### config.mk
export PLATFORM = sky130hd
export DESIGN_NAME = cellrv32_cpu_cp_fpu32_i2f_flat
export DESIGN_NICKNAME = d
export VERILOG_FILES = /design/src/rtl/cellrv32_cpu_cp_fpu32_i2f_if.sv /design/src/rtl/cellrv32_cpu_cp_fpu32_i2f.sv /design/src/flat_wrapper.sv
export SDC_FILE = /design/constraint.sdc
export NUM_CORES = 1
export LEC_CHECK = 0
export CAP_MARGIN = 20
export CORE_MARGIN = 10
export CORE_UTILIZATION = 57
export DETAILED_ROUTE_END_ITERATION = 8
export GPL_TIMING_DRIVEN = 1
export PLACE_DENSITY = 0.9
export SLEW_MARGIN = 20
export SYNTH_ARGS = -nofsm -noshare
export SYNTH_HDL_FRONTEND = slang
export SYNTH_SLANG_ARGS = --single-unit
### constraint.sdc
create_clock -name clk_i -period 3.9 [get_ports clk_i]
set_input_delay 0.39 -clock clk_i [delete_from_list [all_inputs] [get_ports clk_i]]
set_output_delay 0.39 -clock clk_i [all_outputs]
set_load 0.1 [all_outputs]
### src/rtl/cellrv32_cpu_cp_fpu32_i2f_if.sv
// Handshake and data bundle between the FPU control engine (master) and the
// int-to-float converter (slave).
interface cellrv32_cpu_cp_fpu32_i2f_if;
  logic        start_i;
  logic [2:0]  rmode_i;
  logic        funct_i;
  logic [31:0] int_i;
  logic [31:0] result_o;
  logic [4:0]  flags_o;
  logic        done_o;

  modport master (
    output start_i, rmode_i, funct_i, int_i,
    input  result_o, flags_o, done_o
  );

  modport slave (
    input  start_i, rmode_i, funct_i, int_i,
    output result_o, flags_o, done_o
  );
endinterface

### src/rtl/cellrv32_cpu_cp_fpu32_i2f.sv
// Multi-cycle int-to-float converter (FCVT.S.W / FCVT.S.WU): bit-serial
// normalization followed by one rounding step in the captured rounding mode.
module cellrv32_cpu_cp_fpu32_i2f #(
  parameter int XLEN = 32
) (
  input  logic                         clk_i,
  input  logic                         rst_i,
  cellrv32_cpu_cp_fpu32_i2f_if.slave   bus
);

  localparam int FP_EXC_NV_C = 4;
  localparam int FP_EXC_DZ_C = 3;
  localparam int FP_EXC_OF_C = 2;
  localparam int FP_EXC_UF_C = 1;
  localparam int FP_EXC_NX_C = 0;

  localparam logic [7:0] EXP_START = 8'(127 + XLEN - 1);

  typedef enum logic [2:0] {
    S_IDLE,
    S_PREPARE,
    S_NORMALIZE,
    S_ROUND,
    S_FINALIZE
  } state_t;

  state_t                   state_q, state_d;
  logic signed [XLEN-1:0]   int_q, int_d;
  logic                     funct_q, funct_d;
  logic [2:0]               rmode_q, rmode_d;
  logic                     sign_q, sign_d;
  logic [XLEN-1:0]          mag_q, mag_d;
  logic [7:0]               exp_q, exp_d;
  logic [22:0]              man_q, man_d;
  logic                     zero_q, zero_d;
  logic                     nx_q, nx_d;
  logic [31:0]              result_q, result_d;
  logic [4:0]               flags_q, flags_d;
  logic                     done_q, done_d;

  logic                     rnd_en;
  logic [23:0]              man_sum;

  // Round-up decision from the kept LSB and guard/round/sticky bits.
  function automatic logic round_up(input logic [2:0] rm, input logic sgn,
                                    input logic lsb, input logic g,
                                    input logic r, input logic s);
    logic inexact;
    inexact = g | r | s;
    case (rm)
      3'b000:  round_up = g & (r | s | lsb);
      3'b001:  round_up = 1'b0;
      3'b010:  round_up = sgn & inexact;
      3'b011:  round_up = ~sgn & inexact;
      3'b100:  round_up = g;
      default: round_up = 1'b0;
    endcase
  endfunction

  always_comb begin
    state_d  = state_q;
    int_d    = int_q;
    funct_d  = funct_q;
    rmode_d  = rmode_q;
    sign_d   = sign_q;
    mag_d    = mag_q;
    exp_d    = exp_q;
    man_d    = man_q;
    zero_d   = zero_q;
    nx_d     = nx_q;
    result_d = result_q;
    flags_d  = flags_q;
    done_d   = 1'b0;
    rnd_en   = 1'b0;
    man_sum  = '0;

    unique case (state_q)
      S_IDLE: begin
        if (bus.start_i) begin
          int_d   = bus.int_i;
          funct_d = bus.funct_i;
          rmode_d = bus.rmode_i;
          state_d = S_PREPARE;
        end
      end

      S_PREPARE: begin
        sign_d = ~funct_q & int_q[XLEN-1];
        // Negating INT_MIN wraps back to 0x80000000, which is the correct magnitude.
        mag_d  = sign_d ? $unsigned(-int_q) : $unsigned(int_q);
        exp_d  = EXP_START;
        man_d  = '0;
        nx_d   = 1'b0;
        zero_d = (mag_d == '0);
        state_d = zero_d ? S_FINALIZE : S_NORMALIZE;
      end

      S_NORMALIZE: begin
        if (!mag_q[XLEN-1]) begin
          mag_d = mag_q << 1;
          exp_d = exp_q - 8'd1;
        end else begin
          state_d = S_ROUND;
        end
      end

      S_ROUND: begin
        rnd_en  = round_up(rmode_q, sign_q, mag_q[8], mag_q[7], mag_q[6], |mag_q[5:0]);
        man_sum = {1'b0, mag_q[30:8]} + {23'b0, rnd_en};
        nx_d    = |mag_q[7:0];
        // Mantissa overflow renormalizes; exponent tops out at 159, far from inf.
        if (man_sum[23]) begin
          man_d = '0;
          exp_d = exp_q + 8'd1;
        end else begin
          man_d = man_sum[22:0];
        end
        state_d = S_FINALIZE;
      end

      S_FINALIZE: begin
        result_d = zero_q ? 32'h0 : {sign_q, exp_q, man_q};
        flags_d  = '0;
        flags_d[FP_EXC_NX_C] = nx_q;
        flags_d[FP_EXC_NV_C] = 1'b0;
        flags_d[FP_EXC_DZ_C] = 1'b0;
        flags_d[FP_EXC_OF_C] = 1'b0;
        flags_d[FP_EXC_UF_C] = 1'b0;
        done_d   = 1'b1;
        state_d  = S_IDLE;
      end

      default: state_d = S_IDLE;
    endcase
  end

  always_ff @(posedge clk_i) begin
    if (rst_i) begin
      state_q  <= S_IDLE;
      int_q    <= '0;
      funct_q  <= 1'b0;
      rmode_q  <= '0;
      sign_q   <= 1'b0;
      mag_q    <= '0;
      exp_q    <= '0;
      man_q    <= '0;
      zero_q   <= 1'b0;
      nx_q     <= 1'b0;
      result_q <= '0;
      flags_q  <= '0;
      done_q   <= 1'b0;
    end else begin
      state_q  <= state_d;
      int_q    <= int_d;
      funct_q  <= funct_d;
      rmode_q  <= rmode_d;
      sign_q   <= sign_d;
      mag_q    <= mag_d;
      exp_q    <= exp_d;
      man_q    <= man_d;
      zero_q   <= zero_d;
      nx_q     <= nx_d;
      result_q <= result_d;
      flags_q  <= flags_d;
      done_q   <= done_d;
    end
  end

  assign bus.result_o = result_q;
  assign bus.flags_o  = flags_q;
  assign bus.done_o   = done_q;

endmodule

### src/flat_wrapper.sv
// flat-port wrapper written by rule: the top's interface ports become plain ports
module cellrv32_cpu_cp_fpu32_i2f_flat 
#(
  parameter int XLEN = 32
)
  (clk_i, rst_i, bus_start_i, bus_rmode_i, bus_funct_i, bus_int_i, bus_result_o, bus_flags_o, bus_done_o);
  cellrv32_cpu_cp_fpu32_i2f_if bus_i ();
  input  logic clk_i;
  input  logic rst_i;
  input wire logic [$bits(bus_i.start_i)-1:0] bus_start_i;
  input wire logic [$bits(bus_i.rmode_i)-1:0] bus_rmode_i;
  input wire logic [$bits(bus_i.funct_i)-1:0] bus_funct_i;
  input wire logic [$bits(bus_i.int_i)-1:0] bus_int_i;
  output wire logic [$bits(bus_i.result_o)-1:0] bus_result_o;
  output wire logic [$bits(bus_i.flags_o)-1:0] bus_flags_o;
  output wire logic [$bits(bus_i.done_o)-1:0] bus_done_o;
  assign bus_i.start_i = bus_start_i;
  assign bus_i.rmode_i = bus_rmode_i;
  assign bus_i.funct_i = bus_funct_i;
  assign bus_i.int_i = bus_int_i;
  assign bus_result_o = bus_i.result_o;
  assign bus_flags_o = bus_i.flags_o;
  assign bus_done_o = bus_i.done_o;
  cellrv32_cpu_cp_fpu32_i2f #(.XLEN(XLEN)) u_core (.clk_i(clk_i), .rst_i(rst_i), .bus(bus_i));
endmodule
# Yosys cells after proc, flatten, opt, wreduce, memory -nomap -nowiden

Index checks and enable logic that the tools add are counted.

Register bits: 139
Word-level logic and storage cells: 68

Equality and inequality tests: 11
Add/sub/neg operators: 4
Reduce and logical (&&, ||, !) cells: 12
Muxes and demuxes: 17
Bitwise logic cells: 10

Operators with widths:

| cell                                                  | number |
|---|---|
| 2-to-1 mux 32 bit                                     | 3 |
| case mux 32 bit (2 select lines)                      | 1 |
| case mux 23 bit (2 select lines)                      | 1 |
| logical NOT 32 bit                                    | 1 |
| negator 32 bit                                        | 1 |
| adder 23 x 1 -> 24 bit                                | 1 |
| case mux 8 bit (3 select lines)                       | 1 |
| 2-to-1 mux 23 bit                                     | 1 |
| 2-to-1 mux 8 bit                                      | 2 |
| == test 3 x 2 -> 1 bit, second input constant         | 4 |
| case mux 3 bit (4 select lines)                       | 1 |
| 2-to-1 mux 3 bit                                      | 3 |
| adder 8 x 1 -> 8 bit, second input constant           | 1 |
| OR reduction 8 bit                                    | 1 |
| subtractor 8 x 1 -> 8 bit, second input constant      | 1 |
| == test 3 bit, second input constant                  | 2 |
| logical NOT 3 bit                                     | 2 |
| AND reduction 2 bit                                   | 3 |
| OR reduction 6 bit                                    | 1 |
| bitwise AND 1 bit                                     | 4 |
| inequality test 2 x 1 -> 1 bit, second input constant | 2 |
| inequality test 2 bit, second input constant          | 2 |
| bitwise OR 1 bit                                      | 4 |
| case mux 1 bit (4 select lines)                       | 1 |
| 7 further kinds                                       | 10 |

# Depth between registers and ports, before layout

Depth after elaboration: 9
Gate-level depth with buffers: 13

# Worst setup path before layout

Ideal clock, no wire load.

Path type: flip-flop to flip-flop
Start: reg u_core.mag_q[3]
End: reg u_core.exp_q[2]
Period minus slack after synthesis: 3.001 ns
Buffers on the path: 1
Data required time: 3.772 ns
Arrival time: 2.873 ns
Cell stages (with the launch flop): 14
Setup slack: 0.899 ns
Path through: dfxtp_1 -> or4_1 -> nor4_1 -> a211oi_1 -> o22a_1 -> ha_1 -> nand4_1 -> nor4_1 -> and3_1 -> a21oi_1 -> clkbuf_1 -> nor2_1 -> a21oi_1 -> nor2_1

Cells in the longest elaborated chain, start to end: 9
Elaborated cells between the ends (all ways): 12
Classes of those cells: 1 x add/sub; 1 x eq/ne; 2 x mux; 6 x bitwise; 2 x reduce/logical

RTL lines:

| what                                         | RTL line                         | source |
|---|---|---|
| start: declaration                           | cellrv32_cpu_cp_fpu32_i2f.sv:32  | `logic [XLEN-1:0] mag_q, mag_d;` |
| start signal: assignment                     | cellrv32_cpu_cp_fpu32_i2f.sv:158 | `mag_q <= mag_d;` |
| OR reduction 6 bit (*)                       | cellrv32_cpu_cp_fpu32_i2f.sv:108 | `rnd_en = round_up(rmode_q, sign_q, mag_q[8], mag_q[7], mag_q[6], \|mag_q[5:0]);` |
| bitwise OR 1 bit (2 in series)               | cellrv32_cpu_cp_fpu32_i2f.sv:51  | `3'b000: round_up = g & (r \| s \| lsb);` |
| bitwise AND 1 bit                            | cellrv32_cpu_cp_fpu32_i2f.sv:51  |  |
| case mux 1 bit (4 select lines) (*)          | cellrv32_cpu_cp_fpu32_i2f.sv:50  | `case (rm)` |
| 2-to-1 mux 1 bit (*)                         | cellrv32_cpu_cp_fpu32_i2f.sv:77  | `unique case (state_q)` |
| adder 23 x 1 -> 24 bit (*)                   | cellrv32_cpu_cp_fpu32_i2f.sv:109 | `man_sum = {1'b0, mag_q[30:8]} + {23'b0, rnd_en};` |
| inequality test 2 x 1 -> 1 bit (no line) (*) | --                               |  |
| AND reduction 3 bit (no line) (*)            | --                               |  |
| end signal: assignment                       | cellrv32_cpu_cp_fpu32_i2f.sv:159 | `exp_q <= exp_d;` |
| end: declaration                             | cellrv32_cpu_cp_fpu32_i2f.sv:33  | `logic [7:0] exp_q, exp_d;` |

Mark *: on every way between the ends. The rest lies on a longest branch, timed or not. The select of a mux whose other input is x is not followed.
A chain may end at the register's enable or synchronous reset.

# Worst setup path in the final report

Start: reg u_core.mag_q[3]
End: reg u_core.exp_q[5]

The elaborated chain is that of the path after synthesis.

==> flow_summary_export.csv <==
group,metric,value,unit
global_routing,grt_use_total,20.7,%
timing,post-route-worst-setup-slack,655,ps
routing,viasPerCell,6.12,
floorplan,dieArea,17100,µm²
power_and_ir_drop,power,4.02,mW
global_routing,grt_use_met1,25.4,%
synthesis,yosysTopAreaCell,"dfxtp_1",
run,drv_cap,0,
worst_setup_path,critPathLaunch,"u_core.mag_q[3]",
worst_setup_path,setup.worst_path.end_class,"flop",
place,dpl_worst_slack,786,ps
synthesis,yosys.area.top_type_share,39.9,%
routing,drtIter0Drc,663,
floorplan,fp.dieH,131,µm
synthesis,avgSynthCellArea,8.37,µm²
timing,setup_viol,0,
routing,vias,6284,
synthesis,synth-seq-cells,139,
routing,wirelength,17500,µm
finish,drive_above_1_share,7.39,%
timing,finalMaxSlewViolations,0,
global_routing,grt_use_met2,32.9,%
cts,clk_pin_slew,60,ps
finish,multi_input_area,3830,µm²
worst_setup_path,worstPathMaxFanout,14,
finish,fill_cells,932,
synthesis,synthTopCellsByArea,"dfxtp_1 40%, nor2_1 5.8%, nand2_1 5.7%, a21oi_1 4.5%, xnor2_1 4.3%",
finish,seqCellArea,2780,µm²
floorplan,start_util,58.1,%
cts,cts-resized-gates,0,
synthesis,synth_edf_count,0,
synthesis,synth_area,6970,µm²
cts,cts_root_buf,"clkbuf_16",
cts,clock_latency,430,ps
worst_setup_path,cp.required,4190,ps
floorplan,io_pins,77,
synthesis,synth_cells,833,
floorplan,core_area,12000,µm²
synthesis,yosysWarnings,0,
timing,fmax,0.308,GHz
finish,diodes,0,
place,port_buffers,72,
routing,wire_per_inst,17.0,µm
power_and_ir_drop,p_leak,3.07,nW
synthesis,synthFlopType,"dfxtp_1",
worst_hold_path,hold_path_class,"reg -> reg",
timing,hold_violations,0,
finish,nNetsFinal,916,
synthesis,synth.distinct_cells,71,
global_routing,busiest_layer,"met2",
cts,clock-sinks,139,
finish,syn2layout_area_growth,19.0,%
timing,fin_crit_sh,83.2,%
timing,tightest_slew,1000,ps
timing,finClkSkew,8.71,ps
floorplan,die_x,131,µm
status,outcome,"complete, no violations",
worst_setup_path,r2r_cells,13,
global_routing,grt_pass1_vias,5956,
power_and_ir_drop,p_per_area,484,nW/µm²
synthesis,synthArstFlopShare,0,%
routing,post-route-drc-count,0,
global_routing,grt_overflow,0,
cts,post-cts-setup-buffers,0,
worst_setup_path,r2r-start,"u_core.mag_q[3]",
power_and_ir_drop,vdd_drop_max,0.268,mV
worst_setup_path,worstSetupEndpoint,"u_core.exp_q[5]",
timing,min_period,3250,ps
routing,drtPass1Iterations,5,
worst_setup_path,r2r-end,"u_core.exp_q[5]",
cts,cts_hold_buf,0,
timing,rsz0062_at_grt,"false",
global_routing,grtUsageMet3,5.16,%
timing,timing.setup.tns,0,ps
cts,cts_tree,"yes",
cts,cts_max_level,4,
global_routing,grt_max_degree,62,
place,gp_congestion,1.00,
synthesis,synth-seq-area-share,39.9,%
global_routing,grt_antenna_before_repair,0,
global_routing,grt_pass1_wl,28500,µm
worst_setup_path,reg2reg_slack,650,ps
cts,ctsLongestPathBuffers,2,
worst_setup_path,path_class,"reg -> reg",
routing,drtAntennaViolNets,0,
place,dp_hpwl,12100,µm
timing,slew_headroom,33.0,%
worst_setup_path,start_kind,"flop",
worst_setup_path,arrival,3540,ps
floorplan,row_count,40,
cts,cts_buffers,17,
## area by class of cell
| class | count | area share (%) |
|---|---|---|
| multi-input combinational | 617 | 46.2 |
| sequential | 139 | 33.5 |
| timing repair buffer | 83 | 9.65 |
| clock buffer | 19 | 5.46 |
| clock inverter | 13 | 2.59 |
| tap | 147 | 2.22 |
| inverter | 8 | 0.362 |
## cells in the mapped netlist (3+ instances only)
library cell  number
buf_6              6
nor2_1           107
or4_1              5
nor3_1            18
nand2b_1           6
xnor2_1           34
and3_1             6
inv_1              8
a22o_1            32
nand3_1           17
a22oi_1           22
buf_2              4
a211oi_1           4
ha_1              10
a221oi_1           8
nor4b_1            3
nor3b_1            3
dfxtp_1          139
nor3_2             3
nor2b_1            7
clkbuf_1          50
buf_4              4
a31oi_1            8
nand4b_1           3
o21bai_1           3
a222oi_1          19
or3_1              5
nand4_1           11
buf_1              6
nor4_1            16
and2_1             3
o21ai_0           16
o31ai_1            6
a21oi_1           63
and4_1             6
xor2_1            23
nand2_1          106
## through the flow
step | hold WS, ps | instance area, µm² | instances | util (%)
final | 466 | 8300 | 1026 | 69.1
after global placement | 445 | 7630 | 994 | 63.5
after detailed placement | 455 | 7630 | 994 | 63.5
after floorplan | 432 | 6990 | 836 | -
after CTS | 462 | 8300 | 1026 | 69.1
after global routing | 488 | 8300 | 1026 | 69.1
## registers in the layout, indices dropped and copies added (netlist names), 3 cells and up
signal and cells:
u_core.man_q 23, u_core.mag_q 32, u_core.int_q 32, u_core.rmode_q 3, u_core.bus.result_o 32, u_core.exp_q 8
u_core.state_q 3
## per-layer routing
| layer | wire length, µm | vias up |
|---|---|---|
| li1 | - | 3076 |
| met1 | 7690 | 2942 |
| met5 | 0 | - |
| met4 | 537 | 0 |
| met2 | 8180 | 216 |
| met3 | 1050 | 50 |
## worst min-delay path by stage
stage | start | endpoint | slack, ps | depth (start not counted)
after floorplan | u_core.nx_q | u_core.nx_q | 430 | 2
after global placement | u_core.nx_q | u_core.nx_q | 450 | 2
after detailed placement | u_core.nx_q | u_core.nx_q | 460 | 2
after CTS | u_core.nx_q | u_core.nx_q | 460 | 2
after global routing | rst_i | u_core.mag_q[8] | 490 | 2
final | u_core.bus.flags_o[0] | u_core.bus.flags_o[0] | 470 | 2
## worst max-delay path: stages (launching register included)
cell	delay [ps]
dfxtp_1	320
or4_1	520
nor4_1	430
a211oi_1	150
o22a_1	250
ha_1	240
nand4_1	170
nor4_1	110
and3_1	230
a21oi_1	180
buf_4	220
nor3_1	80
a21oi_1	140
nor2_1	50
## kinds of logic after synthesis
logic type                 Yosys count  synth area share (%)
DFF                                139                  39.9
buffers and inverters               80                  5.51
muxes                                4                 0.628
and+or+nand+nor                    338                  24.0
xor gates and xnor gates            57                  7.16
other                                1                0.0538
AOI/OAI and AO/OA                  203                  20.7
adders and majority gates           11                  2.08
## placed cells by master, fill, tap and decap left out, types with 7 or more instances in the layout
cell | Yosys | routed
nor4_1 | 16 | 16
nor2b_1 | 7 | 7
nand3_1 | 17 | 17
nor3_1 | 18 | 17
nor2_1 | 107 | 107
xor2_1 | 23 | 23
a22oi_1 | 22 | 22
ha_1 | 10 | 10
a222oi_1 | 19 | 19
nand4_1 | 11 | 11
a21oi_1 | 63 | 62
clkdlybuf4s50_1 | 0 | 71
a31oi_1 | 8 | 8
dfxtp_1 | 139 | 139
nand2_1 | 106 | 106
o21ai_0 | 16 | 16
inv_1 | 8 | 8
a221oi_1 | 8 | 8
xnor2_1 | 34 | 34
a22o_1 | 32 | 32
clkbuf_16 | 0 | 17
buf_4 | 4 | 12
## report_power, final
group | switching (mW) | leakage [nW] | internal [mW]
Sequential | 0.0873 | 1.13 | 1.48
Combinational | 0.400 | 1.63 | 0.254
Clock | 0.628 | 0.312 | 1.17
Total | 1.11 | 3.07 | 2.90
Power figures use the tool's default switching activity.
